## src/rtl/hilo_mdu_if.sv

```systemverilog
// Request/response bundle between a requester and the HI/LO multiply-divide unit.
// The requester drives start/op/operands; the unit returns HI/LO, the read mux and status.
interface hilo_mdu_if #(
  parameter int unsigned N = 4
) ();
  logic         start;
  logic [2:0]   op;
  logic [N-1:0] A;
  logic [N-1:0] B;
  logic [N-1:0] mul_lo;
  logic [N-1:0] mul_hi;
  logic [N-1:0] hi;
  logic [N-1:0] lo;
  logic [N-1:0] rdata;
  logic         busy;
  logic         done;
  logic         dbz;

  modport master (
    output start, op, A, B, mul_lo, mul_hi,
    input  hi, lo, rdata, busy, done, dbz
  );

  modport slave (
    input  start, op, A, B, mul_lo, mul_hi,
    output hi, lo, rdata, busy, done, dbz
  );
endinterface

```

## src/rtl/hilo_mdu.sv

```systemverilog
// HI/LO register pair with multiply write-back, moves and an iterative
// restoring divider (signed and unsigned), one quotient bit per cycle.
module hilo_mdu #(
  parameter int unsigned N = 4
) (
  input  logic       clk,
  input  logic       rst,
  hilo_mdu_if.slave  bus
);

  localparam int unsigned CW = (N > 1) ? $clog2(N) : 1;

  localparam logic [2:0] OP_WRMUL = 3'b001;
  localparam logic [2:0] OP_DIVU  = 3'b010;
  localparam logic [2:0] OP_DIV   = 3'b011;
  localparam logic [2:0] OP_MTHI  = 3'b100;
  localparam logic [2:0] OP_MTLO  = 3'b101;
  localparam logic [2:0] OP_MFHI  = 3'b110;
  localparam logic [2:0] OP_MFLO  = 3'b111;

  typedef enum logic [1:0] {
    IDLE    = 2'd0,
    DIV_RUN = 2'd1,
    DIV_FIX = 2'd2
  } state_e;

  state_e         state_q, state_d;
  logic [N-1:0]   hi_q, hi_d;
  logic [N-1:0]   lo_q, lo_d;
  logic [N-1:0]   quo_q, quo_d;
  logic [N-1:0]   rem_q, rem_d;
  logic [N-1:0]   dvs_q, dvs_d;
  logic [N-1:0]   araw_q, araw_d;
  logic [CW-1:0]  cnt_q, cnt_d;
  logic           qneg_q, qneg_d;
  logic           rneg_q, rneg_d;
  logic           bz_q, bz_d;
  logic           done_q, done_d;
  logic           dbz_q, dbz_d;
  logic           busy_q, busy_d;

  logic           div_req;
  logic           a_neg;
  logic           b_neg;
  logic [N:0]     rem_sh;
  logic [N:0]     rem_diff;
  logic [N-1:0]   fix_quo;
  logic [N-1:0]   fix_rem;

  assign div_req = bus.start && ((bus.op == OP_DIVU) || (bus.op == OP_DIV));
  assign a_neg   = (bus.op == OP_DIV) && bus.A[N-1];
  assign b_neg   = (bus.op == OP_DIV) && bus.B[N-1];

  // State register
  always_ff @(posedge clk) begin
    if (rst) state_q <= IDLE;
    else     state_q <= state_d;
  end

  // Next-state logic
  always_comb begin
    state_d = state_q;
    unique case (state_q)
      IDLE:    if (div_req) state_d = DIV_RUN;
      DIV_RUN: if (cnt_q == CW'(N - 1)) state_d = DIV_FIX;
      DIV_FIX: state_d = IDLE;
      default: state_d = IDLE;
    endcase
  end

  // Datapath and output logic
  always_comb begin
    hi_d    = hi_q;
    lo_d    = lo_q;
    quo_d   = quo_q;
    rem_d   = rem_q;
    dvs_d   = dvs_q;
    araw_d  = araw_q;
    cnt_d   = cnt_q;
    qneg_d  = qneg_q;
    rneg_d  = rneg_q;
    bz_d    = bz_q;
    done_d  = 1'b0;
    dbz_d   = 1'b0;
    busy_d  = (state_d != IDLE);

    // Shift in the next dividend bit and trial-subtract; remainder always fits N bits.
    rem_sh   = {rem_q, quo_q[N-1]};
    rem_diff = rem_sh - {1'b0, dvs_q};
    fix_quo  = qneg_q ? (~quo_q + N'(1)) : quo_q;
    fix_rem  = rneg_q ? (~rem_q + N'(1)) : rem_q;

    unique case (state_q)
      IDLE: begin
        if (bus.start) begin
          unique case (bus.op)
            OP_WRMUL: begin
              hi_d   = bus.mul_hi;
              lo_d   = bus.mul_lo;
              done_d = 1'b1;
            end
            OP_MTHI: begin
              hi_d   = bus.A;
              done_d = 1'b1;
            end
            OP_MTLO: begin
              lo_d   = bus.A;
              done_d = 1'b1;
            end
            OP_DIVU, OP_DIV: begin
              quo_d  = a_neg ? (~bus.A + N'(1)) : bus.A;
              dvs_d  = b_neg ? (~bus.B + N'(1)) : bus.B;
              rem_d  = '0;
              cnt_d  = '0;
              araw_d = bus.A;
              qneg_d = a_neg ^ b_neg;
              rneg_d = a_neg;
              bz_d   = (bus.B == '0);
            end
            default: ;
          endcase
        end
      end
      DIV_RUN: begin
        cnt_d = cnt_q + CW'(1);
        quo_d = {quo_q[N-2:0], ~rem_diff[N]};
        rem_d = rem_diff[N] ? rem_sh[N-1:0] : rem_diff[N-1:0];
      end
      DIV_FIX: begin
        done_d = 1'b1;
        dbz_d  = bz_q;
        hi_d   = bz_q ? araw_q : fix_rem;
        lo_d   = bz_q ? '1     : fix_quo;
      end
      default: ;
    endcase
  end

  always_ff @(posedge clk) begin
    if (rst) begin
      hi_q   <= '0;
      lo_q   <= '0;
      quo_q  <= '0;
      rem_q  <= '0;
      dvs_q  <= '0;
      araw_q <= '0;
      cnt_q  <= '0;
      qneg_q <= 1'b0;
      rneg_q <= 1'b0;
      bz_q   <= 1'b0;
      done_q <= 1'b0;
      dbz_q  <= 1'b0;
      busy_q <= 1'b0;
    end else begin
      hi_q   <= hi_d;
      lo_q   <= lo_d;
      quo_q  <= quo_d;
      rem_q  <= rem_d;
      dvs_q  <= dvs_d;
      araw_q <= araw_d;
      cnt_q  <= cnt_d;
      qneg_q <= qneg_d;
      rneg_q <= rneg_d;
      bz_q   <= bz_d;
      done_q <= done_d;
      dbz_q  <= dbz_d;
      busy_q <= busy_d;
    end
  end

  assign bus.hi    = hi_q;
  assign bus.lo    = lo_q;
  assign bus.busy  = busy_q;
  assign bus.done  = done_q;
  assign bus.dbz   = dbz_q;
  assign bus.rdata = (bus.op == OP_MFHI) ? hi_q :
                     (bus.op == OP_MFLO) ? lo_q : '0;

endmodule

```

## src/flat_wrapper.sv

```systemverilog
// flat-port wrapper written by rule: the top's interface ports become plain ports
module hilo_mdu_flat 
#(
  parameter int unsigned N = 4
)
  (clk, rst, bus_start, bus_op, bus_A, bus_B, bus_mul_lo, bus_mul_hi, bus_hi, bus_lo, bus_rdata, bus_busy, bus_done, bus_dbz);
  hilo_mdu_if #(.N(N)) bus_i ();
  input  logic clk;
  input  logic rst;
  input wire logic [$bits(bus_i.start)-1:0] bus_start;
  input wire logic [$bits(bus_i.op)-1:0] bus_op;
  input wire logic [$bits(bus_i.A)-1:0] bus_A;
  input wire logic [$bits(bus_i.B)-1:0] bus_B;
  input wire logic [$bits(bus_i.mul_lo)-1:0] bus_mul_lo;
  input wire logic [$bits(bus_i.mul_hi)-1:0] bus_mul_hi;
  output wire logic [$bits(bus_i.hi)-1:0] bus_hi;
  output wire logic [$bits(bus_i.lo)-1:0] bus_lo;
  output wire logic [$bits(bus_i.rdata)-1:0] bus_rdata;
  output wire logic [$bits(bus_i.busy)-1:0] bus_busy;
  output wire logic [$bits(bus_i.done)-1:0] bus_done;
  output wire logic [$bits(bus_i.dbz)-1:0] bus_dbz;
  assign bus_i.start = bus_start;
  assign bus_i.op = bus_op;
  assign bus_i.A = bus_A;
  assign bus_i.B = bus_B;
  assign bus_i.mul_lo = bus_mul_lo;
  assign bus_i.mul_hi = bus_mul_hi;
  assign bus_hi = bus_i.hi;
  assign bus_lo = bus_i.lo;
  assign bus_rdata = bus_i.rdata;
  assign bus_busy = bus_i.busy;
  assign bus_done = bus_i.done;
  assign bus_dbz = bus_i.dbz;
  hilo_mdu #(.N(N)) u_core (.clk(clk), .rst(rst), .bus(bus_i));
endmodule
```

## config.mk

```make
export PLATFORM = sky130hd
export DESIGN_NAME = hilo_mdu_flat
export DESIGN_NICKNAME = d
export VERILOG_FILES = /design/src/rtl/hilo_mdu_if.sv /design/src/rtl/hilo_mdu.sv /design/src/flat_wrapper.sv
export SDC_FILE = /design/constraint.sdc
export NUM_CORES = 1
export LEC_CHECK = 0
export CAP_MARGIN = 25
export CORE_ASPECT_RATIO = 0.7
export CORE_UTILIZATION = 30
export DETAILED_ROUTE_END_ITERATION = 10
export PLACE_DENSITY = 0.51
export SLEW_MARGIN = 0
export SYNTH_ARGS = -nofsm -noshare
export SYNTH_HDL_FRONTEND = slang
export SYNTH_SLANG_ARGS = --single-unit
```

## constraint.sdc

```tcl
create_clock -name clk -period 3.2 [get_ports clk]
set_input_delay 0.8 -clock clk [delete_from_list [all_inputs] [get_ports clk]]
set_output_delay 0.8 -clock clk [all_outputs]
set_load 0.005 [all_outputs]
```

==> flow_summary_export.csv <==
group,metric,value,unit
layout,fillers,723,
routing,drt-total-wl,5600,um
clock_tree,insertion_delay,0.29,ns
critical_path,crit_arrival,2.17,ns
clock_tree,cts_setup_buffers,0,
routing,vias_per_cell,4.83,
layout,final_core_util,39.1,%
min_path,worst_hold_path_type,"register to register",
yosys,synth_area_leaders,"dfxtp_1 (32%), mux2i_1 (6.6%), a21oi_1 (6.2%)",
global_routing,grt_pass1_vias,1765,
routing,drt_iter0_markers,99,
clock_tree,cts_buffers,5,
layout,fin_nets,329,
timing,hold_viol_final,0,
clock_tree,htreeDepth,2,
yosys,synth_area,2110,um^2
yosys,async_reset_ff_share,0,%
yosys,ys_seq_elements,34,
yosys,yosys.area.top_type,"dfxtp_1",
yosys,synth.avg_cell_area,8.11,um^2
clock_tree,cts_sinks,34,
yosys,yosysWarnings,0,
yosys,synth-main-ff-cell,"dfxtp_1",
pwr,totalPowerFinal,954,uW
routing,dr.pass1.iters,4,
floorplan,die_w,102,um
floorplan,ios,37,
clock_tree,cts-resized-gates,0,
routing,num_vias,1882,
global_routing,grt_first_pass_wirelength,9170,um
timing,maxSlewViolCount,0,
critical_path,crit_type,"input pin to output port",
routing,ant_nets,0,
timing,timing.hold.ws,0.455,ns
yosys,yosysSeqAreaShare,32.3,%
floorplan,initial_core_util,31.1,%
global_routing,antenna_found_initial,0,
timing,worst_pin_slew,0.539,ns
routing,post_drt_wl_per_cell,14.3,um
timing,rsz0062_at_grt,"no",
critical_path,path_max_fanout,5,
floorplan,row_count,25,
layout,multi_input_area,1310,um^2
yosys,yosys.area.top_type_share,32.3,%
critical_path,crit_path_end_kind,"output port",
layout,final_cells,390,
yosys,synth_cell_types,53,
critical_path,required,2.40,ns
yosys,syn_nets,292,
clock_tree,clk_pin_slew,0.07,ns
placement,place_inst,384,
placement,port_buffers,36,
yosys,syn_inst,260,
timing,final.setup.tns,0,ns
timing,max-slew-margin-rel,64.0,%
timing,setup_viol,0,
timing,finalCritPeriodShare,92.8,%
layout,layout-drive-gt1-share,7.09,%
pwr,power_density,359,nW/um^2
routing,drc_errors,0,
yosys,synth_edf_count,0,
pwr,leakage,0.998,nW
layout,seq_area,681,um^2
run_status,status,"complete, no violations",
global_routing,grt_util_all_layers,16.5,%
clock_tree,cts.path.max_buffers,2,
pwr,ir_drop,0.000161,V
layout,diodes,0,
timing,min_period,2.97,ns
floorplan,core,6790,um^2
placement,hpwl,4230,um
global_routing,grt_start_max_net_pins,30,
layout,areaGrowthSynthToFinish,25.9,%
placement,gp_congestion,0.750,
timing,fmax,337,MHz
clock_tree,cts_tree,"built",
clock_tree,root_buffer,"clkbuf_8",
clock_tree,holdBufCountCts,0,
floorplan,design.die.area,7380,um^2
flow_run,maxCapViolations,0,
global_routing,grt-ovfl-total,0,
timing,finClkSkew,0.00568,ns
critical_path,worstSetupStartpointType,"input pin",
floorplan,fp.dieH,72.2,um
==> report_power, final <==
group	internal, mW	total (mW)	switching [mW]
Sequential	0.438	0.452	0.0147
Combinational	0.0859	0.173	0.0868
Clock	0.166	0.329	0.163
Total	0.690	0.954	0.264
==> metal layers <==
metal / routed length [um] / share of wire [%] / track usage, %
met3: 316 / 5.6 / 3.76
met5: 0 / 0 / 0
met2: 2200 / 39 / 22.7
met4: 42 / 0.75 / 4.29
met1: 3040 / 54 / 25.4
==> worst paths after layout <==
path / from / end / slack (ns) / cells after the start
setup / recovery: bus_op[0] / bus_rdata[2] / 0.23 / 4
hold / removal: u_core.araw_q[2] / u_core.araw_q[2] / 0.45 / 2
setup reg to reg: u_core.quo_q[3] / u_core.rem_q[3] / 1.18 / 8
hold reg to reg: u_core.araw_q[2] / u_core.araw_q[2] / 0.45 / 2
==> critical path: stages <==
cell	delay (ns)
clkdlybuf4s50_1	0.64
mux2i_1	0.12
nor2_1	0.10
clkdlybuf4s50_1	0.51
==> cells in the mapped netlist (3+ instances only) <==
| cell type | count |
|---|---|
| inv_1 | 14 |
| nand3_1 | 6 |
| a21oi_1 | 26 |
| dfxtp_1 | 34 |
| nor2b_1 | 7 |
| xor2_1 | 3 |
| a221o_1 | 4 |
| xnor2_1 | 7 |
| o211ai_1 | 6 |
| clkbuf_1 | 5 |
| and2_1 | 4 |
| nand2b_1 | 4 |
| nor2_1 | 27 |
| ha_1 | 9 |
| nand2_1 | 32 |
| buf_2 | 5 |
| o21ai_0 | 3 |
| mux2i_1 | 14 |
| o31ai_1 | 4 |
| o21ai_1 | 3 |
==> kinds of logic after synthesis <==
group                    share of synthesized area, %
buffers and inverters                            5.81
adder cells (fa/ha/maj)                          6.29
AND/OR/NAND/NOR                                  25.1
XOR/XNOR                                         4.15
multiplexers                                     7.71
flip-flops                                       32.3
AO/OA/AOI/OAI                                    18.7
==> final cells by class <==
class	count	area share (%)
inverters	15	2.12
flip-flops and latches	34	25.6
multi-input cells	198	49.2
repair buffers	43	15.5
clock buffers	6	3.11
well taps	94	4.43
==> metrics by stage <==
step | instance area (um^2) | worst slack (ns)
final | 2660 | 0.231
after global routing | 2660 | 0.111
after global placement | 2570 | 0.233
after floorplan | 2110 | 1.23
after detailed placement | 2570 | 0.223
after CTS | 2660 | 0.220
==> layout by cell type, fill, tap and decap left out, drive strengths merged, types with 6 or more instances in the layout <==
master	count
o21ai	6
o211ai	6
clkdlybuf4s50	36
ha	9
nor2	28
nand3	6
xnor2	7
inv	15
mux2i	14
dfxtp	34
nand2	32
nor2b	7
clkbuf	6
buf	7
a21oi	26
==> registers in the layout, summed over array words and instances, names as in the netlist, 2 cells and up <==
name            cells
u_core.cnt_q        2
u_core.quo_q        4
u_core.dvs_q        4
u_core.bus.hi       4
u_core.araw_q       4
u_core.bus.lo       4
u_core.rem_q        4
u_core.state_q      2
(Power assumes the default switching activity.)
